$ cat config.mk
export PLATFORM = sky130hd
export DESIGN_NAME = gshare_branch_pred
export DESIGN_NICKNAME = d
export VERILOG_FILES = /design/src/rtl/gshare_branch_pred_pkg.sv /design/src/rtl/gshare_branch_pred_pend_fifo.sv /design/src/rtl/gshare_branch_pred.sv
export SDC_FILE = /design/constraint.sdc
export NUM_CORES = 1
export LEC_CHECK = 0
export ABC_AREA = 1
export CAP_MARGIN = 20
export CORE_MARGIN = 3
export CORE_UTILIZATION = 57
export CTS_BUF_LIST = sky130_fd_sc_hd__clkbuf_8
export DETAILED_ROUTE_END_ITERATION = 10
export PLACE_DENSITY = 0.86
export SLEW_MARGIN = 20
export SYNTH_ARGS = -nofsm -noshare
export SYNTH_HDL_FRONTEND = slang
export SYNTH_SLANG_ARGS = --single-unit
$ cat constraint.sdc
create_clock -name clk -period 3 [get_ports clk]
set_input_delay 0.3 -clock clk [delete_from_list [all_inputs] [get_ports clk]]
set_output_delay 0.3 -clock clk [all_outputs]
set_load 0.005 [all_outputs]
$ cat src/rtl/gshare_branch_pred_pkg.sv
// Shared definitions for the fetch-stage branch predictors: opcode constants,
// word width, B-type immediate decode, predictor mode ids and counter update.
package opcodes;
    localparam logic [6:0] BRANCH_OP = 7'b1100011;
endpackage

package predictors;
    localparam int unsigned word_width = 32;

    localparam int unsigned PRED_NT      = 0;
    localparam int unsigned PRED_T       = 1;
    localparam int unsigned PRED_BTFN    = 2;
    localparam int unsigned PRED_BIMODAL = 3;
    localparam int unsigned PRED_GSHARE  = 4;

    // Sign-extended B-type immediate (conditional branch offset).
    function automatic logic [word_width-1:0] get_imm(
        input logic [word_width-1:0] inst
    );
        return {{20{inst[31]}}, inst[7], inst[30:25], inst[11:8], 1'b0};
    endfunction

    // Saturating up/down counter step, saturating at 0 and 2^width-1.
    function automatic logic [31:0] sat_update(
        input logic [31:0] ctr,
        input logic        taken,
        input int unsigned width
    );
        logic [31:0] max;
        max = (32'd1 << width) - 32'd1;
        if (taken) return (ctr >= max) ? max : ctr + 32'd1;
        else       return (ctr == 32'd0) ? 32'd0 : ctr - 32'd1;
    endfunction
endpackage

$ cat src/rtl/gshare_branch_pred_pend_fifo.sv
// In-order queue of PHT indices for branches awaiting resolution.
// Ports: push/din enqueue, pop dequeue, flush clear, head/full/empty status.
module pred_pend_fifo #(
    parameter int unsigned WIDTH = 6,
    parameter int unsigned DEPTH = 4
) (
    input  logic             clk,
    input  logic             reset,
    input  logic             push,
    input  logic             pop,
    input  logic             flush,
    input  logic [WIDTH-1:0] din,
    output logic [WIDTH-1:0] head,
    output logic             full,
    output logic             empty
);
    localparam int unsigned PW = $clog2(DEPTH);
    localparam int unsigned CW = PW + 1;

    logic [PW-1:0]    head_q, head_d;
    logic [PW-1:0]    tail_q, tail_d;
    logic [CW-1:0]    cnt_q, cnt_d;
    logic [WIDTH-1:0] mem_q [DEPTH];
    logic             do_push, do_pop;

    assign full    = (cnt_q == CW'(DEPTH));
    assign empty   = (cnt_q == '0);
    assign head    = mem_q[head_q];
    assign do_pop  = pop && !empty;
    // A full queue still accepts when the head leaves in the same cycle.
    assign do_push = push && (!full || do_pop) && !flush;

    always_comb begin
        head_d = head_q;
        tail_d = tail_q;
        cnt_d  = cnt_q;
        if (flush) begin
            head_d = '0;
            tail_d = '0;
            cnt_d  = '0;
        end else begin
            if (do_pop)  head_d = head_q + PW'(1);
            if (do_push) tail_d = tail_q + PW'(1);
            case ({do_push, do_pop})
                2'b10:   cnt_d = cnt_q + CW'(1);
                2'b01:   cnt_d = cnt_q - CW'(1);
                default: cnt_d = cnt_q;
            endcase
        end
    end

    always_ff @(posedge clk) begin
        if (reset) begin
            head_q <= '0;
            tail_q <= '0;
            cnt_q  <= '0;
        end else begin
            head_q <= head_d;
            tail_q <= tail_d;
            cnt_q  <= cnt_d;
        end
    end

    always_ff @(posedge clk) begin
        if (!reset && do_push) mem_q[tail_q] <= din;
    end
endmodule

$ cat src/rtl/gshare_branch_pred.sv
// Fetch-stage branch direction/target predictor with selectable strategy.
// Ports: fetch side (pred_valid, inst_in, inst_addr -> branch_predicted,
// branch_addr, pend_full), execute side (resolve_valid, branch_taken, flush).
module gshare_branch_pred
    import opcodes::*;
    import predictors::*;
#(
    parameter int unsigned mode          = 4,
    parameter int unsigned idx_width     = 6,
    parameter int unsigned ghr_width     = 4,
    parameter int unsigned counter_width = 2,
    parameter int unsigned pend_depth    = 4
) (
    input  logic                  clk,
    input  logic                  reset,
    input  logic                  pred_valid,
    input  logic [word_width-1:0] inst_in,
    input  logic [word_width-1:0] inst_addr,
    output logic                  branch_predicted,
    output logic [word_width-1:0] branch_addr,
    output logic                  pend_full,
    input  logic                  resolve_valid,
    input  logic                  branch_taken,
    input  logic                  flush
);
    localparam int unsigned ENTRIES = 2 ** idx_width;
    localparam logic [counter_width-1:0] PHT_RST =
        counter_width'((1 << (counter_width - 1)) - 1);

    logic [counter_width-1:0] pht_q [ENTRIES];
    logic [counter_width-1:0] ctr_d;
    logic [ghr_width-1:0]     ghr_q, ghr_d;
    logic [idx_width-1:0]     base_idx, idx, head_idx;
    logic [word_width-1:0]    imm;
    logic                     is_br, accept, dir, pop;
    logic                     fifo_full, fifo_empty;

    assign imm      = get_imm(inst_in);
    assign is_br    = pred_valid && (inst_in[6:0] == BRANCH_OP);
    assign base_idx = inst_addr[idx_width+1:2];
    assign idx      = (mode == PRED_GSHARE)
                    ? base_idx ^ idx_width'(ghr_q)
                    : base_idx;

    always_comb begin
        dir = 1'b0;
        case (mode)
            PRED_NT:   dir = 1'b0;
            PRED_T:    dir = 1'b1;
            PRED_BTFN: dir = imm[word_width-1];
            default:   dir = pht_q[idx][counter_width-1];
        endcase
    end

    assign accept           = is_br && (!fifo_full || resolve_valid) && !flush;
    assign branch_predicted = accept && dir;
    assign branch_addr      = inst_addr + imm;
    assign pend_full        = fifo_full;

    // Training uses the index captured at prediction time, not the current one.
    assign pop   = resolve_valid && !fifo_empty;
    assign ctr_d = counter_width'(sat_update(32'(pht_q[head_idx]),
                                             branch_taken, counter_width));
    assign ghr_d = pop ? ((ghr_q << 1) | ghr_width'(branch_taken)) : ghr_q;

    always_ff @(posedge clk) begin
        if (reset) begin
            for (int i = 0; i < ENTRIES; i++) pht_q[i] <= PHT_RST;
            ghr_q <= '0;
        end else begin
            ghr_q <= ghr_d;
            if (pop) pht_q[head_idx] <= ctr_d;
        end
    end

    pred_pend_fifo #(
        .WIDTH(idx_width),
        .DEPTH(pend_depth)
    ) u_pend (
        .clk  (clk),
        .reset(reset),
        .push (accept),
        .pop  (resolve_valid),
        .flush(flush),
        .din  (idx),
        .head (head_idx),
        .full (fifo_full),
        .empty(fifo_empty)
    );
endmodule

==> impl_metrics.yaml <==
status:
  run_status: "finished, final reports clean"
critical_path:
  path_buf_inv: 5
  timing.critical_path.fanout_max: 9
  critical_path.startpoint: "inst_in[31]"
  timing.critical_path.arrival_ps: 2690
  worstPathCellList: "dlygate4sd2_1, buf_12, ha_1, buf_4, a21oi_1, o21ai_0, a21oi_1, nand3_2, buf_4, xor2_1, clkdlybuf4s50_1"
  cp-end-kind: "primary output"
  setup.worst_path.start_class: "primary input"
  cp_slowest_cell: "clkdlybuf4s50_1"
  timing.setup.critical_path_class: "in -> out"
  data_required_time_at_the_worst_endpoint_ps: 2700
  critPathTopFamily: "buffers and inverters"
  critical_path.max_stage_delay_ps: 530
  ff2ff_setup_slack_ps: 110
sta:
  report.final.setup_viol: 0
  finalClockSkew_ps: 17.2
  finalHoldWorstSlack_ps: 387
  hold_viol_final: 0
  report.final.slew_viol_count: 0
  slew-limit-headroom_pct: 42.7
  min_period_ps: 2990
  worst_margin_pin_slew_ps: 859
  post-route-worst-setup-slack_ps: 6.72
  setup-tns-final_ps: 0
  fin_crit_sh_pct: 99.8
  fmax_ghz: 0.334
logic_synthesis:
  synthDistinctLibCells: 41
  mappedNetlistNets: 1534
  synth.yosys.seq_area_share_pct: 45.1
  ys_seq_elements: 165
  ys_warn_count: 0
  ys_top_cells_by_area: "edfxtp_1, nand2_1, nand3_1"
  synth_largest_type_area_fraction_pct: 42.7
  post-synth-top-area-cell: "edfxtp_1"
  netlist_area_pre_place_sq_um: 10700
  syn-instance-count: 1427
  synthesis.area_per_instance_sq_um: 7.49
grt:
  grt-ovfl-total: 0
  largest_net_degree_at_the_start_of_global_routing: 69
  antenna_found_initial: 0
  grtUsageTotal_pct: 33.1
  grt_first_pass_wirelength_um: 52900
  vias_in_the_first_global_route: 10800
floorplan:
  die_area_sq_um: 20400
  die_h_um: 143
  floorplan.io_pins: 104
  die_w_um: 143
  initial_cell_density_of_the_core_pct: 58.7
  design.core.area_sq_um: 18200
  floorplan_row_count: 49
hold_path:
  min-delay-start: "inst_addr[7]"
  holdCritPathClass: "in -> reg"
route:
  drt_wl_total_um: 36400
  via_count: 11300
  remaining_drc_errors: 0
  route.detailed.vias_per_inst: 6.10
  first_iter_violations: 1642
  post_drt_wl_per_cell_um: 19.6
  dr.pass1.iters: 9
  drt.antenna.violating_nets: 0
final_layout:
  drive_above_1_share_pct: 15.3
  flow.area_growth_from_synthesis_pct: 28.1
  layout.nets: 1723
place:
  post_place_setup_slack_ps: -310
  place.port_buffers: 88
  detailed_place_hpwl_um: 22300
  final_weighted_congestion_in_routability_driven_placement: 0.936
clocking:
  tritoncts.num_buffers: 17
  clock_insertion_delay_worst_skew_ps: 490
  ctsLongestPathBuffers: 2
  path_clk_slew_ps: 90
  cts_sinks: 165
  cts-root-buf: "clkbuf_8"
  tritoncts: "built"
  htreeDepth: 4
power:
  p_per_area_nw_per_um2: 385
  cellLeakagePower_nw: 5.68
  irDropWorstVdd_uv: 339
job:
  max-cap-violations: 0
==> repair_timing <==
action | in CTS | in global routing
pin swaps | 8 | 9
buffers inserted | 7 | 5
setup endpoints to repair | 28 | 85
gates resized for setup | 63 | 46
cloned | 1 | 3
hold buffers | 0 | 0
==> stage by stage <==
step	std cells	utilization (%)	total power, mW	cell area [sq um]
floorplan	1427	-	3.03	10700
global placement	1810	69.9	3.59	12700
detailed placement	1810	69.9	3.61	12700
CTS	1850	73.4	5.13	13400
global route	1858	75.2	5.43	13700
finish	1859	75.2	5.28	13700
==> path summary, 6_finish.rpt <==
path,to,cells past startpoint
max,branch_addr[23],11
min,u_pend.mem_q[3][5],2
max reg2reg,pht_q[19][1],17
min reg2reg,u_pend.cnt_q[2],1
==> cell usage in the layout, fill, tap and decap left out, types with 10 or more instances in the layout <==
master / netlist / final
inv_1: 141 / 142
nand3_1: 227 / 222
xnor2_1: 13 / 10
nor2_1: 185 / 184
dfxtp_1: 13 / 10
buf_4: 4 / 121
ha_4: 0 / 13
nand2_2: 5 / 10
a21oi_1: 44 / 28
buf_12: 0 / 17
clkbuf_8: 0 / 17
ha_1: 35 / 21
xor2_1: 20 / 19
o21ai_1: 5 / 11
edfxtp_1: 152 / 152
nand2_1: 444 / 438
clkdlybuf4s50_1: 0 / 61
a21oi_2: 0 / 15
o21ai_0: 30 / 21
dlygate4sd2_1: 0 / 16
dlymetal6s2s_1: 0 / 10
==> cell usage after synthesis (all sizes together) <==
cell and number:
nand2 450, nand3 229, nor2 188, edfxtp 152, inv 144, a21oi 44
buf 41, ha 35, o21ai 35, xor2 20, clkbuf 19, dfxtp 13
xnor2 13, a21o 5, nand4 5, nor3 5, a31oi 4, clkinv 4
o211ai 4, nor4 3, a221oi 2, fa 2, o21a 2, o21bai 2
a21boi 1, a31o 1, a32oi 1, and2 1, nor3b 1, o31ai 1
==> routing by layer <==
metal / up-vias / track usage [%] / part of all wire [%]
met3: 237 / 9.21 / 14
met2: 960 / 55.3 / 47
met5: - / 0 / 0
met4: 0 / 16.4 / 6.0
li1: 5047 / - / -
met1: 5091 / 39.5 / 34
==> power breakdown <==
group | switching (mW) | internal (mW)
registers | 0.0210 | 2.53
logic | 0.576 | 0.581
clock network | 0.906 | 0.664
==> layout make-up <==
type / instances / area [sq um]
diodes: 1 / 2.50
clock buffers: 17 / 234
clock inverters: 15 / 134
fillers: 1191 / 4510
inverters: 148 / 562
multi-input cells: 1054 / 5410
flip-flops and latches: 165 / 4830
well taps: 229 / 287
repair buffers: 230 / 2240
==> state kept, by name, summed over array words and instances (netlist names), named ones only <==
name           cells
ghr_q              4
u_pend.tail_q      2
u_pend.mem_q      24
u_pend.cnt_q       3
pht_q            128
u_pend.head_q      2
==> logic make-up after synthesis <==
logic type	Yosys count	synth area share, %
and+or+nand+nor	882	34.4
buffers and inverters	208	8.03
DFF	165	45.1
AOI/OAI and AO/OA	102	5.31
adders and majority gates	37	4.47
xor gates and xnor gates	33	2.70
Power figures use the tool's default switching activity.
